[config.mk]
export PLATFORM = sky130hd
export DESIGN_NAME = cap_prop_sweep_monitor_flat
export DESIGN_NICKNAME = d
export VERILOG_FILES = /design/src/rtl/cap_prop_sweep_monitor_if.sv /design/src/rtl/cap_prop_sweep_monitor.sv /design/src/flat_wrapper.sv
export SDC_FILE = /design/constraint.sdc
export NUM_CORES = 1
export LEC_CHECK = 0
export ABC_AREA = 1
export CORE_AREA = 5 5 259 261
export DETAILED_ROUTE_END_ITERATION = 12
export DIE_AREA = 0 0 264 266
export HOLD_SLACK_MARGIN = 0.03
export PLACE_DENSITY_LB_ADDON = 0.1
export SYNTH_ARGS = -nofsm -noshare
export SYNTH_HDL_FRONTEND = slang
export SYNTH_SLANG_ARGS = --single-unit
[constraint.sdc]
create_clock -name CLK -period 6.6 [get_ports CLK]
set_input_delay 1.32 -clock CLK [delete_from_list [all_inputs] [get_ports CLK]]
set_output_delay 1.32 -clock CLK [all_outputs]
set_load 0.05 [all_outputs]
[src/rtl/cap_prop_sweep_monitor_if.sv]
// Vector/result bundle between the sweep monitor and the property instances.
// master: the monitor, which drives vectors and samples ok bits.
// slave:  the property side, which consumes vectors and returns ok bits.
interface cap_prop_sweep_monitor_if #(
   parameter int XLEN  = 64,
   parameter int NPROP = 9
);
   logic [XLEN-1:0]  vec_base;
   logic [XLEN-1:0]  vec_len;
   logic [XLEN-1:0]  vec_addr;
   logic [XLEN-1:0]  vec_newBase;
   logic [XLEN-1:0]  vec_newLen;
   logic             vec_valid;
   logic [NPROP-1:0] prop_ok;

   modport master (
      output vec_base, vec_len, vec_addr, vec_newBase, vec_newLen, vec_valid,
      input  prop_ok
   );

   modport slave (
      input  vec_base, vec_len, vec_addr, vec_newBase, vec_newLen, vec_valid,
      output prop_ok
   );
endinterface

[src/rtl/cap_prop_sweep_monitor.sv]
// Capability property sweep monitor: emits one stimulus vector per cycle
// (incremental walk or LFSR random), checks the returned ok bits against a
// mask, and keeps sticky failure status with a first-failure capture.
//
// state  | meaning
// -------+-------------------------------------------------------------
// IDLE   | after reset, waiting for start
// LOAD   | one cycle: present vector 0, LFSR restarted from the seed
// RUN    | vector valid; check ok bits, load next vector or finish
// DONE   | run finished; status held until the next start
module cap_prop_sweep_monitor #(
   parameter int          XLEN  = 64,
   parameter int          NPROP = 9,
   parameter int          CNT_W = 32,
   parameter logic [63:0] SEED  = 64'hACE1_0000_0000_0001
) (
   input  logic                 CLK,
   input  logic                 RST,
   input  logic                 start,
   input  logic                 mode,
   input  logic                 halt_on_fail,
   input  logic [CNT_W-1:0]     num_vectors,
   input  logic [NPROP-1:0]     prop_mask,
   cap_prop_sweep_monitor_if.master vif,
   output logic                 busy,
   output logic                 done,
   output logic                 fail,
   output logic [NPROP-1:0]     fail_mask,
   output logic [CNT_W-1:0]     fail_index,
   output logic [XLEN-1:0]      fail_base,
   output logic [XLEN-1:0]      fail_len,
   output logic [XLEN-1:0]      fail_addr,
   output logic [CNT_W-1:0]     vec_count,
   output logic [CNT_W-1:0]     fail_count
);

   localparam logic [63:0] TAPS    = 64'hD800_0000_0000_0000;
   // A zero seed would lock the LFSR at zero forever.
   localparam logic [63:0] SEED_NZ = (SEED == 64'd0) ? 64'd1 : SEED;

   typedef enum logic [1:0] {S_IDLE, S_LOAD, S_RUN, S_DONE} state_t;

   typedef struct packed {
      logic [XLEN-1:0] base;
      logic [XLEN-1:0] len;
      logic [XLEN-1:0] addr;
      logic [XLEN-1:0] new_base;
      logic [XLEN-1:0] new_len;
   } vec_t;

   state_t           state;
   logic [63:0]      lfsr;
   logic             mode_q;
   logic             halt_q;
   logic [NPROP-1:0] mask_q;
   logic [CNT_W-1:0] remain;   // vectors still to present after the current one
   logic             vec_valid_q;
   vec_t             vec_q;

   vec_t             vec_next;
   logic [CNT_W-1:0] next_idx;
   logic [NPROP-1:0] bad;
   logic             stop;

   function automatic logic [63:0] lfsr_step(input logic [63:0] l);
      return (l >> 1) ^ (l[0] ? TAPS : 64'd0);
   endfunction

   function automatic logic [63:0] rotl(input logic [63:0] x, input int n);
      return (x << n) | (x >> (64 - n));
   endfunction

   function automatic vec_t gen_walk(input logic [CNT_W-1:0] idx);
      vec_t            v;
      logic [XLEN-1:0] i;
      i          = XLEN'(idx);
      v.base     = i;
      v.len      = i << 1;
      v.addr     = i + v.len;
      v.new_base = i + XLEN'(1);
      v.new_len  = v.len + XLEN'(1);
      return v;
   endfunction

   function automatic vec_t gen_rand(input logic [63:0] l);
      vec_t v;
      v.base     = XLEN'(l);
      v.len      = XLEN'(rotl(l, 17));
      v.addr     = XLEN'(rotl(l, 31));
      v.new_base = XLEN'(rotl(l, 43));
      v.new_len  = XLEN'(rotl(l, 53));
      return v;
   endfunction

   // Next vector: index 0 while in LOAD, otherwise the one after the current.
   always_comb begin
      next_idx = (state == S_LOAD) ? vec_count : vec_count + CNT_W'(1);
      vec_next = mode_q ? gen_walk(next_idx) : gen_rand(lfsr);
      bad      = ~vif.prop_ok & mask_q;
      stop     = (remain == '0) || ((|bad) && halt_q);
   end

   // Sequencer, counters and first-failure capture.
   always_ff @(posedge CLK) begin
      if (RST) begin
         state       <= S_IDLE;
         lfsr        <= SEED_NZ;
         mode_q      <= 1'b0;
         halt_q      <= 1'b0;
         mask_q      <= '0;
         remain      <= '0;
         vec_valid_q <= 1'b0;
         vec_q       <= '0;
         busy        <= 1'b0;
         done        <= 1'b0;
         fail        <= 1'b0;
         fail_mask   <= '0;
         fail_index  <= '0;
         fail_base   <= '0;
         fail_len    <= '0;
         fail_addr   <= '0;
         vec_count   <= '0;
         fail_count  <= '0;
      end else begin
         case (state)
            S_IDLE, S_DONE: begin
               if (start) begin
                  mode_q     <= mode;
                  halt_q     <= halt_on_fail;
                  mask_q     <= prop_mask;
                  remain     <= num_vectors - CNT_W'(1);
                  lfsr       <= SEED_NZ;
                  fail       <= 1'b0;
                  fail_mask  <= '0;
                  fail_index <= '0;
                  fail_base  <= '0;
                  fail_len   <= '0;
                  fail_addr  <= '0;
                  vec_count  <= '0;
                  fail_count <= '0;
                  if (num_vectors == '0) begin
                     state <= S_DONE;
                     done  <= 1'b1;
                  end else begin
                     state <= S_LOAD;
                     done  <= 1'b0;
                  end
               end
            end
            S_LOAD: begin
               vec_q       <= vec_next;
               lfsr        <= lfsr_step(lfsr);
               vec_valid_q <= 1'b1;
               busy        <= 1'b1;
               state       <= S_RUN;
            end
            S_RUN: begin
               vec_count <= vec_count + CNT_W'(1);
               if (|bad) begin
                  if (fail_count != '1)
                     fail_count <= fail_count + CNT_W'(1);
                  if (!fail) begin
                     fail       <= 1'b1;
                     fail_mask  <= bad;
                     fail_index <= vec_count;
                     fail_base  <= vec_q.base;
                     fail_len   <= vec_q.len;
                     fail_addr  <= vec_q.addr;
                  end
               end
               if (stop) begin
                  vec_valid_q <= 1'b0;
                  busy        <= 1'b0;
                  done        <= 1'b1;
                  state       <= S_DONE;
               end else begin
                  vec_q  <= vec_next;
                  lfsr   <= lfsr_step(lfsr);
                  remain <= remain - CNT_W'(1);
               end
            end
            default: state <= S_IDLE;
         endcase
      end
   end

   assign vif.vec_base    = vec_q.base;
   assign vif.vec_len     = vec_q.len;
   assign vif.vec_addr    = vec_q.addr;
   assign vif.vec_newBase = vec_q.new_base;
   assign vif.vec_newLen  = vec_q.new_len;
   assign vif.vec_valid   = vec_valid_q;

`ifdef FORMAL
   // Every presented vector must satisfy every checked property.
   always_ff @(posedge CLK) begin
      if (!RST && state == S_RUN)
         assert (!(|bad));
   end
`endif

endmodule

[src/flat_wrapper.sv]
// flat-port wrapper written by rule: the top's interface ports become plain ports
module cap_prop_sweep_monitor_flat 
#(
   parameter int          XLEN  = 64,
   parameter int          NPROP = 9,
   parameter int          CNT_W = 32,
   parameter logic [63:0] SEED  = 64'hACE1_0000_0000_0001
)
  (CLK, RST, start, mode, halt_on_fail, num_vectors, prop_mask, busy, done, fail, fail_mask, fail_index, fail_base, fail_len, fail_addr, vec_count, fail_count, vif_vec_base, vif_vec_len, vif_vec_addr, vif_vec_newBase, vif_vec_newLen, vif_vec_valid, vif_prop_ok);
  cap_prop_sweep_monitor_if #(.XLEN(XLEN), .NPROP(NPROP)) vif_i ();
  input  logic CLK;
  input  logic RST;
  input  logic start;
  input  logic mode;
  input  logic halt_on_fail;
  input  logic [CNT_W-1:0] num_vectors;
  input  logic [NPROP-1:0] prop_mask;
  output logic busy;
  output logic done;
  output logic fail;
  output logic [NPROP-1:0] fail_mask;
  output logic [CNT_W-1:0] fail_index;
  output logic [XLEN-1:0] fail_base;
  output logic [XLEN-1:0] fail_len;
  output logic [XLEN-1:0] fail_addr;
  output logic [CNT_W-1:0] vec_count;
  output logic [CNT_W-1:0] fail_count;
  output wire logic [$bits(vif_i.vec_base)-1:0] vif_vec_base;
  output wire logic [$bits(vif_i.vec_len)-1:0] vif_vec_len;
  output wire logic [$bits(vif_i.vec_addr)-1:0] vif_vec_addr;
  output wire logic [$bits(vif_i.vec_newBase)-1:0] vif_vec_newBase;
  output wire logic [$bits(vif_i.vec_newLen)-1:0] vif_vec_newLen;
  output wire logic [$bits(vif_i.vec_valid)-1:0] vif_vec_valid;
  input wire logic [$bits(vif_i.prop_ok)-1:0] vif_prop_ok;
  assign vif_vec_base = vif_i.vec_base;
  assign vif_vec_len = vif_i.vec_len;
  assign vif_vec_addr = vif_i.vec_addr;
  assign vif_vec_newBase = vif_i.vec_newBase;
  assign vif_vec_newLen = vif_i.vec_newLen;
  assign vif_vec_valid = vif_i.vec_valid;
  assign vif_i.prop_ok = vif_prop_ok;
  cap_prop_sweep_monitor #(.XLEN(XLEN), .NPROP(NPROP), .CNT_W(CNT_W), .SEED(SEED)) u_core (.CLK(CLK), .RST(RST), .start(start), .mode(mode), .halt_on_fail(halt_on_fail), .num_vectors(num_vectors), .prop_mask(prop_mask), .vif(vif_i), .busy(busy), .done(done), .fail(fail), .fail_mask(fail_mask), .fail_index(fail_index), .fail_base(fail_base), .fail_len(fail_len), .fail_addr(fail_addr), .vec_count(vec_count), .fail_count(fail_count));
endmodule
---- Word-level counts from Yosys, hierarchy flattened ----
Cells that the tools add are included.
cells by class
  add/subtract/negate cells ............... 7
  multipliers ............................. 0
  div/mod/pow operators ................... 0
  order comparisons ....................... 0
  equal/unequal tests ..................... 10
  shift operators ......................... 0
  muxes and demuxes ....................... 46
  bitwise operators ....................... 7
  reductions and logical operators ........ 20
operators with widths
  operator               count
  $mux 320               2
  $mux 64                10
  $pmux 320 s2           1
  $pmux 64 s2            3
  $mux 32                8
  $pmux 32 s2            4
  $pmux 64 s3            1
  $add 32x1->32 const B  2
  $logic_not 32->1       2
  $or 64x17->64          1
  $or 64x31->64          1
  $or 64x43->64          1
  $or 64x53->64          1
  $sub 32x1->32 const B  2
  $xor 63x64->64         1
  $add 32x33->34         1
  $add 33x1->34 const B  1
  $add 32x1->33 const B  1
  $ne 32x32->1 const B   1
  $mux 9                 3
  $pmux 9 s2             1
  $reduce_and 2->1       6
  $and 9x9->9            1
  $not 9->9              1
  16 further kinds       34
word-level totals
  bits in registers ....................... 729
  latch bits .............................. 0
  RAM bits ................................ 0
  memory bits (read-only) ................. 0
  output and inout bits ................... 621
  word-level logic and storage cells ...... 111
  memories kept ........................... 0

---- Depth between registers and ports, before layout ----
  depth in word-level cells ............... 7
  depth in mapped cells ................... 28

---- Worst setup path after synthesis ----
No wires, ideal clock.
  path type ............................... reg2reg
  start point ............................. reg u_core.state[1]
  end point ............................... reg u_core.vec_q (netlist bit u_core.vif.vec_addr[25])
  library setup time ...................... 123 ps
  arrival ................................. 3550 ps
  slack ................................... 2927 ps
  stages on the path, launching flop included .. 28
  clock period less this slack ............ 3673 ps
  cells stage by stage .................... dfxtp_1 inv_1 ha_1 buf_4 clkbuf_1 clkbuf_1 buf_1 o21ai_0 inv_1 ha_1 inv_1 fa_1 nor2_1 nand2_1 nand2_1 a21oi_1 inv_1 nand2_1 nor2_1 nand2_1 nand2_2 nand2_1 nand2_1 nand2_1 nand2_1 nand2_1 nand3_1 a21oi_1
on the way
  word-level cells in the longest chain between the ends .. 6
ends and longest elaborated chain
  what                    line                                                         RTL
  from (decl)             cap_prop_sweep_monitor.sv:51                                 state_t state;
  from (signal assigned)  cap_prop_sweep_monitor.sv:106                                state <= S_IDLE;
  from (signal assigned)  cap_prop_sweep_monitor.sv:142                                state <= S_DONE;
  from (signal assigned)  cap_prop_sweep_monitor.sv:145                                state <= S_LOAD;
  $eq 2x1->1              cap_prop_sweep_monitor.sv:97, cap_prop_sweep_monitor.sv:125
  $mux 32                 cap_prop_sweep_monitor.sv:97                                 next_idx = (state == S_LOAD) ? vec_count : vec_count + CNT_W'(1);
  $add 32x33->34          cap_prop_sweep_monitor.sv:79                                 v.addr = i + v.len;
  $mux 320                cap_prop_sweep_monitor.sv:98                                 vec_next = mode_q ? gen_walk(next_idx) : gen_rand(lfsr);
  $mux 320                cap_prop_sweep_monitor.sv:171                                if (stop) begin
  $pmux 320 s2            cap_prop_sweep_monitor.sv:125                                case (state)
  to (signal assigned)    cap_prop_sweep_monitor.sv:151                                vec_q <= vec_next;
  to (signal assigned)    cap_prop_sweep_monitor.sv:177                                vec_q <= vec_next;
  to (decl)               cap_prop_sweep_monitor.sv:58                                 vec_t vec_q;
Parallel ways exist; a longest one is shown, timed or not. The select of a mux whose other input is x is not followed.
A chain may end at the register's enable or synchronous reset.

---- Worst setup path after layout ----
  start point ............................. reg u_core.vec_count[1]
  end point ............................... reg u_core.vec_q (netlist bit u_core.vif.vec_newBase[30])
on the way
  word-level cells in the longest chain between the ends .. 6
ends and longest elaborated chain
  what                    line                           RTL
  from (decl)             cap_prop_sweep_monitor.sv:33   output logic [CNT_W-1:0] vec_count,
  from (signal assigned)  cap_prop_sweep_monitor.sv:158  vec_count <= vec_count + CNT_W'(1);
  $add 32x1->32           cap_prop_sweep_monitor.sv:97
  $mux 32 (*)             cap_prop_sweep_monitor.sv:97
  $add 32x1->33 (*)       cap_prop_sweep_monitor.sv:80   v.new_base = i + XLEN'(1);
  $mux 320 (*)            cap_prop_sweep_monitor.sv:98
  $mux 320                cap_prop_sweep_monitor.sv:171
  $pmux 320 s2 (*)        cap_prop_sweep_monitor.sv:125
Every way passes the cells marked *; elsewhere a longest branch is shown, timed or not. The select of a mux whose other input is x is not followed.

==> impl_metrics.json <==
{
  "outcome": "complete, no violations",
  "tightestPinTransition_ns": 1.07,
  "seq_power_share_pct": 29.6,
  "p_int_mw": 8.08,
  "fin_cells": 5379,
  "ios": 676,
  "pwr-share-clk_pct": 24.6,
  "clock_skew_ns": 0.0277,
  "grt_first_pass_wirelength_mm": 177,
  "routedWlPerCell_um": 22.8,
  "grt_pass1_vias": 26551,
  "fin_crit_ns": 4.64,
  "placed_area_mm2": 0.0348,
  "grtUsageTotal_pct": 32.6,
  "drive_gt1_share_pct": 5.84,
  "syn_area_mm2": 0.0284,
  "fp.coreArea_mm2": 0.0642,
  "synth-edff-count": 0,
  "die-area_mm2": 0.0702,
  "die_y_um": 266,
  "cp_data_arrival_time_ns": 5.18,
  "synthArstFlopShare_pct": 0,
  "slew_viol_final": 0,
  "dr.pass1.iters": 6,
  "worstSkewPairLatency_ns": 0.62,
  "synth.avg_cell_area_um2": 7.03,
  "port_buffers": 675,
  "post-cts-setup-buffer-count": 0,
  "drt-total-wl_mm": 123,
  "final_common_cell": "nand2_1",
  "synth_flop_cell": "dfxtp_1",
  "synth_fp_nets": 4127,
  "dp.cells": 5260,
  "holdPathStages": 2,
  "max-cap-violations": 0,
  "start_kind": "flip-flop",
  "synthDistinctLibCells": 54,
  "avgViaCountPerCell": 5.47,
  "finalSetupViolations": 0,
  "drc": 0,
  "cts_resized": 0,
  "period_share_pct": 70.3,
  "cts_tree": "built",
  "ys_seq_elements": 604,
  "place.gp.congestion": 0.976,
  "cts_buffer_depth": 3,
  "hp-class": "reg2reg",
  "final_nets": 4559,
  "final_antenna_net_count": 0,
  "p_total_mw": 15.6,
  "row_count": 93,
  "peakVddDrop_uv": 299,
  "yosys_warnings": 0,
  "end_kind": "flip-flop",
  "rsz0062_at_grt": "no",
  "grt_start_max_net_pins": 106,
  "slew-limit-headroom_pct": 28.3,
  "fmax_mhz": 215,
  "final_cell_mix": "1175 x nand2_1, 674 x clkdlybuf4s50_1, 603 x dfxtp_1",
  "switching_share_pct": 48.3,
  "final_area_mm2": 0.0370,
  "critPathRequiredTime_ns": 7.14,
  "syn_to_final_growth_pct": 30.3,
  "clkTransAtPathRegs_ns": 0.06,
  "r2r_cells": 21,
  "critPathMaxFanout": 7,
  "cts_buffers": 68,
  "cts.sinks": 604,
  "num_vias": 29404,
  "worst_hold_slack_ns": 0.453,
  "combPwrFrac_pct": 45.8,
  "ys_seq_area_share_pct": 42.6,
  "power.density_mw_per_mm2": 422,
  "leakagePower_nw": 13.2,
  "overflow": 0,
  "antenna_found_initial": 1,
  "dr.first_iter.drc_count": 3121,
  "htreeDepth": 3,
  "p_switching_mw": 7.54,
  "floorplan.initialDensity_pct": 44.2,
  "cts_hold_buf": 0,
  "syn_inst": 4043,
  "cts_root_buf": "clkbuf_16",
  "dp_hpwl_mm": 92.5,
  "die_x_um": 264,
  "fin_setup_tns_ns": 0,
  "final-hold-violation-count": 0,
  "critPathKind": "reg2reg"
}
stage by stage:
step                setup WS (ns)  util (%)
global placement             1.89      54.2
CTS                          1.96      57.6
detailed placement           1.90      54.2
finish                       1.96      57.6
floorplan                    2.93         -
global route                 1.63      57.6
path summary, 6_finish.rpt:
kind	startpoint	end	slack [ns]
hold / removal	u_core.mask_q[4]	u_core.mask_q[4]	0.45
setup reg to reg	u_core.vec_count[1]	u_core.vif.vec_newBase[30]	1.96
setup / recovery	u_core.vec_count[1]	u_core.vif.vec_newBase[30]	1.96
hold reg to reg	u_core.mask_q[4]	u_core.mask_q[4]	0.45
power groups by stage:
stage               combinational [mW]  clock (mW)  sequential (mW)
global route                      7.58        4.03             4.66
global placement                  7.06           0             4.69
detailed placement                7.07           0             4.69
floorplan                         3.81           0             5.55
CTS                               7.08        3.88             4.62
finish                            7.16        3.84             4.62
per-layer routing:
metal  vias up  global-route usage, %  part of all wire [%]
met3       162                   7.01                   8.9
met4         0                   10.2                   3.1
met2      1344                   54.5                    48
li1      14026                      -                     -
met1     13872                   42.5                    40
met5         -                      0                     0
kinds of logic after synthesis:
logic type               count (synthesis)  share of synthesized area (%)
buffers and inverters                  629                           10.2
AND/OR/NAND/NOR                       1881                           28.3
adder cells (fa/ha/maj)                 29                           1.30
AO/OA/AOI/OAI                          829                           15.5
XOR/XNOR                                71                           2.19
flip-flops                             604                           42.6
cells in the mapped netlist (2+ instances only):
cell type / number / area share, %
a211oi_1: 7 / 0.18
o21a_1: 3 / 0.079
nand2_4: 5 / 0.20
o21ai_1: 12 / 0.21
nor3_2: 5 / 0.18
a31oi_1: 110 / 2.4
nor2_4: 10 / 0.40
nor4_1: 21 / 0.46
nand2_2: 31 / 0.68
nor3b_1: 2 / 0.053
buf_1: 16 / 0.21
o21ai_0: 168 / 3.0
inv_2: 10 / 0.13
nand3_2: 3 / 0.11
inv_1: 262 / 3.5
xnor2_1: 14 / 0.43
o211ai_1: 4 / 0.11
nand2_1: 1178 / 16
nand3b_1: 5 / 0.13
ha_1: 28 / 1.2
clkinv_1: 5 / 0.066
dfxtp_1: 604 / 43
clkbuf_1: 167 / 2.2
nor2_1: 245 / 3.2
nor2_2: 21 / 0.46
nand4_1: 76 / 1.7
o22ai_1: 12 / 0.26
buf_4: 129 / 3.4
or2_2: 9 / 0.20
nand3_1: 201 / 3.5
a21oi_2: 2 / 0.062
buf_2: 40 / 0.70
a21oi_1: 492 / 8.7
o21bai_1: 5 / 0.13
xor2_1: 57 / 1.8
nor3_1: 60 / 1.1
o21ai_2: 6 / 0.18
o31ai_1: 2 / 0.053
state kept, by name, summed over array words and instances, names as in the netlist, 2 cells and up:
name / flops
u_core.fail_base: 49
u_core.fail_len: 47
u_core.vif.vec_newLen: 63
u_core.fail_addr: 63
u_core.vif.vec_newBase: 43
u_core.vif.vec_len: 44
u_core.mask_q: 9
u_core.vec_count: 32
u_core.fail_mask: 9
u_core.vif.vec_base: 32
u_core.fail_count: 32
u_core.state: 2
u_core.remain: 32
u_core.fail_index: 32
u_core.vif.vec_addr: 46
u_core.lfsr: 64
cell type report:
cell class | instances | area [um2]
antenna | 1 | 2.50
clock buffer | 97 | 1960
clock inverter | 21 | 267
fill | 6273 | 27200
inverter | 277 | 1040
multi-input combinational | 2810 | 13500
sequential | 604 | 12100
tap | 855 | 1070
timing repair buffer | 714 | 7090
worst max-delay path, stage by stage, from the launching register on:
cell,delay [ns]
dfxtp_1,0.50
ha_1,0.32
nand2_1,0.12
nor2_4,0.20
nand2_4,0.10
nor2_2,0.16
nand2_1,0.08
nor3_2,0.17
inv_1,0.12
nor2_1,0.14
nand3_1,0.11
xor2_1,0.17
nand2_1,0.07
o21ai_0,0.27
inv_1,0.32
ha_1,0.27
nand2_1,0.09
nor3_1,0.46
nand4_1,0.28
xor2_1,0.37
nand2_1,0.10
a21oi_1,0.15
No activity file was read; power rests on OpenSTA's default activity.
